**src/rtl/eo_count_sequencer.sv**
```systemverilog
// ----------------------------------------------------------------------------
// eo_count_sequencer
//
// Drives an external even/odd counter through a configurable number of
// rounds. A run is CLEAR (one-cycle counter clear), then one or more rounds of
// EVEN_LEN cycles in even mode followed by ODD_LEN cycles in odd mode, then a
// one-cycle FINISH that pulses DONE.
//
// Ports
//   CLK        sole clock, rising edge
//   RST        asynchronous active-high reset
//   START      begin a run (sampled only while idle)
//   ABORT      cancel a running sequence at the next edge (ignored while idle)
//   EVEN_LEN   cycles per even phase (latched at start)
//   ODD_LEN    cycles per odd phase (latched at start)
//   ROUNDS     number of even+odd rounds (latched at start)
//   CNT_OE     counter mode: 0 = even, 1 = odd
//   CNT_CLR    one-cycle counter clear
//   BUSY       high in every state except idle
//   DONE       one-cycle pulse on normal completion
//   PHASE      0 idle/finish, 1 clear, 2 even, 3 odd
//   ROUND_CNT  index of the round in progress
// ----------------------------------------------------------------------------
module eo_count_sequencer #(
  parameter int LEN_W = 4,
  parameter int RND_W = 3
) (
  input  logic             CLK,
  input  logic             RST,
  input  logic             START,
  input  logic             ABORT,
  input  logic [LEN_W-1:0] EVEN_LEN,
  input  logic [LEN_W-1:0] ODD_LEN,
  input  logic [RND_W-1:0] ROUNDS,
  output logic             CNT_OE,
  output logic             CNT_CLR,
  output logic             BUSY,
  output logic             DONE,
  output logic [1:0]       PHASE,
  output logic [RND_W-1:0] ROUND_CNT
);

  typedef enum logic [2:0] {
    S_IDLE,
    S_CLEAR,
    S_EVEN,
    S_ODD,
    S_FINISH
  } state_t;

  state_t           state_reg, state_next;
  logic [LEN_W-1:0] even_len_reg, even_len_next;
  logic [LEN_W-1:0] odd_len_reg, odd_len_next;
  logic [RND_W-1:0] rounds_reg, rounds_next;
  logic [RND_W-1:0] round_cnt_reg, round_cnt_next;
  // Counts 1..len inside a phase; compared before incrementing so it never
  // has to hold more than the phase length itself.
  logic [LEN_W-1:0] phase_cnt_reg, phase_cnt_next;
  logic             round_end;

  logic             cnt_oe_reg, cnt_clr_reg, busy_reg, done_reg;
  logic [1:0]       phase_reg;

  always_comb begin
    state_next     = state_reg;
    even_len_next  = even_len_reg;
    odd_len_next   = odd_len_reg;
    rounds_next    = rounds_reg;
    round_cnt_next = round_cnt_reg;
    phase_cnt_next = phase_cnt_reg;
    round_end      = 1'b0;

    case (state_reg)
      S_IDLE: begin
        if (START) begin
          even_len_next  = EVEN_LEN;
          odd_len_next   = ODD_LEN;
          rounds_next    = ROUNDS;
          round_cnt_next = '0;
          state_next     = S_CLEAR;
        end
      end
      S_CLEAR: begin
        phase_cnt_next = LEN_W'(1);
        if (rounds_reg == '0 || (even_len_reg == '0 && odd_len_reg == '0))
          state_next = S_FINISH;
        else if (even_len_reg != '0)
          state_next = S_EVEN;
        else
          state_next = S_ODD;
      end
      S_EVEN: begin
        if (phase_cnt_reg == even_len_reg) begin
          if (odd_len_reg != '0) begin
            state_next     = S_ODD;
            phase_cnt_next = LEN_W'(1);
          end else begin
            round_end = 1'b1;
          end
        end else begin
          phase_cnt_next = phase_cnt_reg + LEN_W'(1);
        end
      end
      S_ODD: begin
        if (phase_cnt_reg == odd_len_reg)
          round_end = 1'b1;
        else
          phase_cnt_next = phase_cnt_reg + LEN_W'(1);
      end
      S_FINISH: begin
        state_next = S_IDLE;
      end
      default: begin
        state_next = S_IDLE;
      end
    endcase

    // Rounds chain directly into each other: no clear and no idle gap.
    if (round_end) begin
      if (round_cnt_reg == rounds_reg - RND_W'(1)) begin
        state_next = S_FINISH;
      end else begin
        round_cnt_next = round_cnt_reg + RND_W'(1);
        phase_cnt_next = LEN_W'(1);
        state_next     = (even_len_reg != '0) ? S_EVEN : S_ODD;
      end
    end

    // Abort overrides every other transition of a running sequence.
    if (ABORT && state_reg != S_IDLE)
      state_next = S_IDLE;

    if (state_next == S_IDLE)
      round_cnt_next = '0;
  end

  // Outputs are decoded from the next state and registered with it, so each
  // output flop always agrees with the state flop it describes.
  always_ff @(posedge CLK or posedge RST) begin
    if (RST) begin
      state_reg     <= S_IDLE;
      even_len_reg  <= '0;
      odd_len_reg   <= '0;
      rounds_reg    <= '0;
      round_cnt_reg <= '0;
      phase_cnt_reg <= '0;
      cnt_oe_reg    <= 1'b0;
      cnt_clr_reg   <= 1'b0;
      busy_reg      <= 1'b0;
      done_reg      <= 1'b0;
      phase_reg     <= 2'd0;
    end else begin
      state_reg     <= state_next;
      even_len_reg  <= even_len_next;
      odd_len_reg   <= odd_len_next;
      rounds_reg    <= rounds_next;
      round_cnt_reg <= round_cnt_next;
      phase_cnt_reg <= phase_cnt_next;
      cnt_oe_reg    <= (state_next == S_ODD);
      cnt_clr_reg   <= (state_next == S_CLEAR);
      busy_reg      <= (state_next != S_IDLE);
      done_reg      <= (state_next == S_FINISH);
      case (state_next)
        S_CLEAR: phase_reg <= 2'd1;
        S_EVEN:  phase_reg <= 2'd2;
        S_ODD:   phase_reg <= 2'd3;
        default: phase_reg <= 2'd0;
      endcase
    end
  end

  assign CNT_OE    = cnt_oe_reg;
  assign CNT_CLR   = cnt_clr_reg;
  assign BUSY      = busy_reg;
  assign DONE      = done_reg;
  assign PHASE     = phase_reg;
  assign ROUND_CNT = round_cnt_reg;

endmodule

```
**config.mk**
```make
export PLATFORM = sky130hd
export DESIGN_NAME = eo_count_sequencer
export DESIGN_NICKNAME = d
export VERILOG_FILES = /design/src/rtl/eo_count_sequencer.sv
export SDC_FILE = /design/constraint.sdc
export NUM_CORES = 1
export LEC_CHECK = 0
export BUFFER_PORTS_ARGS = -buffer_cell sky130_fd_sc_hd__buf_2
export CELL_PAD_IN_SITES_DETAIL_PLACEMENT = 1
export CELL_PAD_IN_SITES_GLOBAL_PLACEMENT = 2
export CORE_MARGIN = 2
export CORE_UTILIZATION = 37
export CTS_BUF_LIST = sky130_fd_sc_hd__clkbuf_8
export DETAILED_ROUTE_END_ITERATION = 12
export GPL_ROUTABILITY_DRIVEN = 0
export PLACE_DENSITY_LB_ADDON = 0.15
export REMOVE_ABC_BUFFERS = 1
export SYNTH_ARGS = -nofsm -noshare
export SYNTH_HDL_FRONTEND = slang
export SYNTH_SLANG_ARGS = --single-unit
```
**constraint.sdc**
```tcl
create_clock -name CLK -period 2.2 [get_ports CLK]
set_clock_uncertainty 0.1 [all_clocks]
set_input_delay 0.22 -clock CLK [delete_from_list [all_inputs] [get_ports CLK]]
set_output_delay 0.22 -clock CLK [all_outputs]
set_load 0.02 [all_outputs]
```
==> flow_metrics.py <==
metrics = {
    "setup_path": {
        "crit-reg2reg-capture": "CNT_OE$_DFF_PP0_",
        "startpoint": "odd_len_reg[0]$_DFFE_PP0P_",
        "path_max_fanout": 8,
        "critPathSlowestCell": "or4_4",
        "worstPathRequired_ps": 2270,
        "critPathArrivalTime_ps": 2150,
        "path_delay_family": "simple AND/OR/NAND/NOR gates",
        "endpoint_kind": "flip-flop",
        "endpoint": "CNT_OE$_DFF_PP0_",
        "r2r_slack_ps": 120,
        "crit_chain": "or4_4 -> nor3_4 -> a22o_4 -> nand2_2 -> o32ai_1",
        "criticalPathCategory": "flip-flop to flip-flop",
        "reg2reg_depth": 5,
        "reg2reg_from": "odd_len_reg[0]$_DFFE_PP0P_",
        "slowest_delay_ps": 580,
        "path_depth": 5,
        "critical_path_buf_inv_count": 0,
        "start_kind": "flip-flop",
    },
    "synth": {
        "yosysSeqAreaShare_pct": 44.15,
        "ys.flop_type": "dfrtp_1",
        "synth.avg_cell_area_um2": 10.48,
        "ys_ff_latch": 27,
        "asyncSetResetFlopFracSynth_pct": 100.0,
        "syn_inst": 146,
        "syn_area_um2": 1530,
        "synth.distinct_cells": 45,
        "synth_edf_count": 0,
        "ys_warn_count": 0,
    },
    "clocking": {
        "numCtsBuffers": 3,
        "ctsLongestPathBuffers": 2,
        "clock_latency_ps": 270,
        "clk_pin_slew_ps": 100,
        "postCtsSetupRepairBufs": 0,
        "clockRootBuffer": "clkbuf_8",
        "htree_levels": 1,
        "cts_tree": "done",
        "clock_sinks": 27,
    },
    "routing": {
        "met1_length_um": 1792,
        "ant_nets": 0,
        "drtIter0Drc": 36,
        "num_vias": 1191,
        "drt_first_pass_iters": 4,
        "route.detailed.drc": 0,
        "drt-total-wl_um": 3704,
        "wl_met3_um": 105,
        "highest_layer": "met4",
        "met2WireLength_um": 1766,
        "avgViaCountPerCell": 5.389,
        "wl_per_cell_um": 16.76,
    },
    "floorplanning": {
        "core_area_um2": 4000,
        "initial_utilization_pct": 38.25,
        "dieArea_um2": 4666,
        "die_y_um": 68.31,
        "ios": 24,
        "die_x_um": 68.31,
        "rows": 23,
    },
    "layout": {
        "seqCellArea_um2": 675.6,
        "drive_gt1_share_pct": 28.07,
        "final_design_area_no_fill_um2": 1769,
        "layout.nets": 191,
        "syn2layout_area_growth_pct": 15.62,
        "n_fill_cell": 464,
        "diodes": 0,
        "final_common_cell": "dfrtp_1",
        "multi_input_area_um2": 804.5,
        "finalCoreUtilization_pct": 44.23,
        "layout_common_cells": "dfrtp_1 (27), buf_2 (23), o21ai_0 (10), a21oi_1 (10), mux2_2 (9)",
    },
    "global_route": {
        "grt_max_degree": 28,
        "grt_pass1_vias": 1358,
        "grt_overflow_total": 0,
        "track_usage_pct": 18.53,
        "antenna_found_initial": 0,
        "grt_pass1_wl_um": 6396,
    },
    "timing": {
        "worst_pin_slew_ps": 494.4,
        "timing.fmax_ghz": 0.4811,
        "finalHoldViolations": 0,
        "post-route-min-period_ps": 2079,
        "finalSetupTns_ps": 0,
        "setup_viol": 0,
        "relSlewSlack_pct": 67.04,
        "period_share_pct": 94.49,
        "rsz0062_at_grt": "false",
        "fin_ws_ps": 121.3,
        "drv_slew": 0,
    },
    "power_and_ir_drop": {
        "finalPower_w": 0.002319,
        "ir_drop_v": 0.0004517,
        "p_per_area_nw_per_um2": 1311,
        "power.internal_w": 0.001282,
        "clkPwrFrac_pct": 12.1,
        "seq_power_share_pct": 39.7,
        "p_switching_w": 0.001037,
        "power_leakage_nw": 0.7821,
        "sw_frac_of_total_pct": 44.72,
        "comb_power_share_pct": 48.2,
    },
    "placement": {
        "port_buffers": 23,
        "place_area_um2": 1707,
        "post-place-ws_ps": 117.0,
        "dp_hpwl_um": 2812,
    },
    "flow_run": {
        "cap_violations": 0,
    },
    "status": {
        "status": "complete, no violations",
    },
    "hold_path": {
        "min_path_type": "input pin to flip-flop",
    },
}
## layer usage
layer	GRT usage, %	vias to the layer above
met3	2.632	4
li1	-	586
met1	24.00	585
met2	32.04	16
met4	5.250	0
met5	0	-
## through the flow
stage	instances	hold WS, ps
after floorplan	139	172.7
after global placement	216	196.5
after detailed placement	216	220.7
after CTS	221	49.60
after global routing	221	66.87
final	221	54.76
## worst min path at each step
| stage | from | to | slack [ps] | cells past startpoint |
|---|---|---|---|---|
| detailed placement | RST | rounds_reg[1]$_DFFE_PP0P_ | 220 | 3 |
| global placement | RST | CNT_CLR$_DFF_PP0_ | 200 | 3 |
| CTS | ROUNDS[0] | rounds_reg[0]$_DFFE_PP0P_ | 50 | 3 |
| floorplan | RST | BUSY$_DFF_PP0_ | 170 | 1 |
| global route | ROUNDS[0] | rounds_reg[0]$_DFFE_PP0P_ | 70 | 3 |
| finish | ROUNDS[0] | rounds_reg[0]$_DFFE_PP0P_ | 50 | 3 |
## worst reg2reg max path: cells and delay by family (launching register included)
kind	cells	cell delay [ps]
simple gates	3	900
compound gates	2	560
flops	1	420
## power by group through the flow
stage	clock (W)	combinational, W	sequential, W
finish	0.000280	0.00112	0.000921
detailed placement	0	0.00111	0.000932
floorplan	0	0.000789	0.000920
global route	0.000314	0.00126	0.000957
CTS	0.000293	0.00113	0.000926
global placement	0	0.00108	0.000923
## cells by family (layout without fill, tap and decap cells)
logic type,count (synthesis),in the layout,share of synthesized area [%]
and+or+nand+nor,38,38,16.76
muxes,9,9,6.623
buffers and inverters,14,39,3.761
adders and majority gates,4,4,3.271
xor gates and xnor gates,12,12,6.868
DFF,27,27,44.15
AOI/OAI and AO/OA,42,42,18.56
## what timing repair did
action,CTS,global route
setup endpoints to repair,0,1
hold buffers,1,0
gates resized for setup,0,1
endpoints found under the hold margin,27,0
## Yosys cell counts, types with 2 or more instances
cell type	instances	area, µm²
ha_1	4	50.05
nor2_1	4	15.01
buf_2	3	15.01
o31ai_1	2	15.01
a31oi_1	2	12.51
nor2b_1	5	31.28
a21oi_1	10	50.05
inv_1	7	26.28
o21ai_1	2	10.01
xnor2_1	5	43.79
clkbuf_1	3	11.26
o211ai_1	2	15.01
nand2b_1	3	18.77
or3_1	3	18.77
nand3_1	3	15.01
o21ai_0	10	50.05
nor3b_1	2	15.01
xor2_1	7	61.31
nor4_1	2	12.51
mux2_2	9	101.4
nand2_1	6	22.52
a41oi_1	3	26.28
dfrtp_1	27	675.7
## final cells by class
type | count | area share, %
clock buffers | 3 | 2.334
clock inverters | 1 | 0.2122
inverters | 7 | 1.485
multi-input cells | 105 | 45.47
flip-flops and latches | 27 | 38.19
well taps | 50 | 3.536
repair buffers | 28 | 8.769
Note: power is estimated with default switching activity, not from simulation.
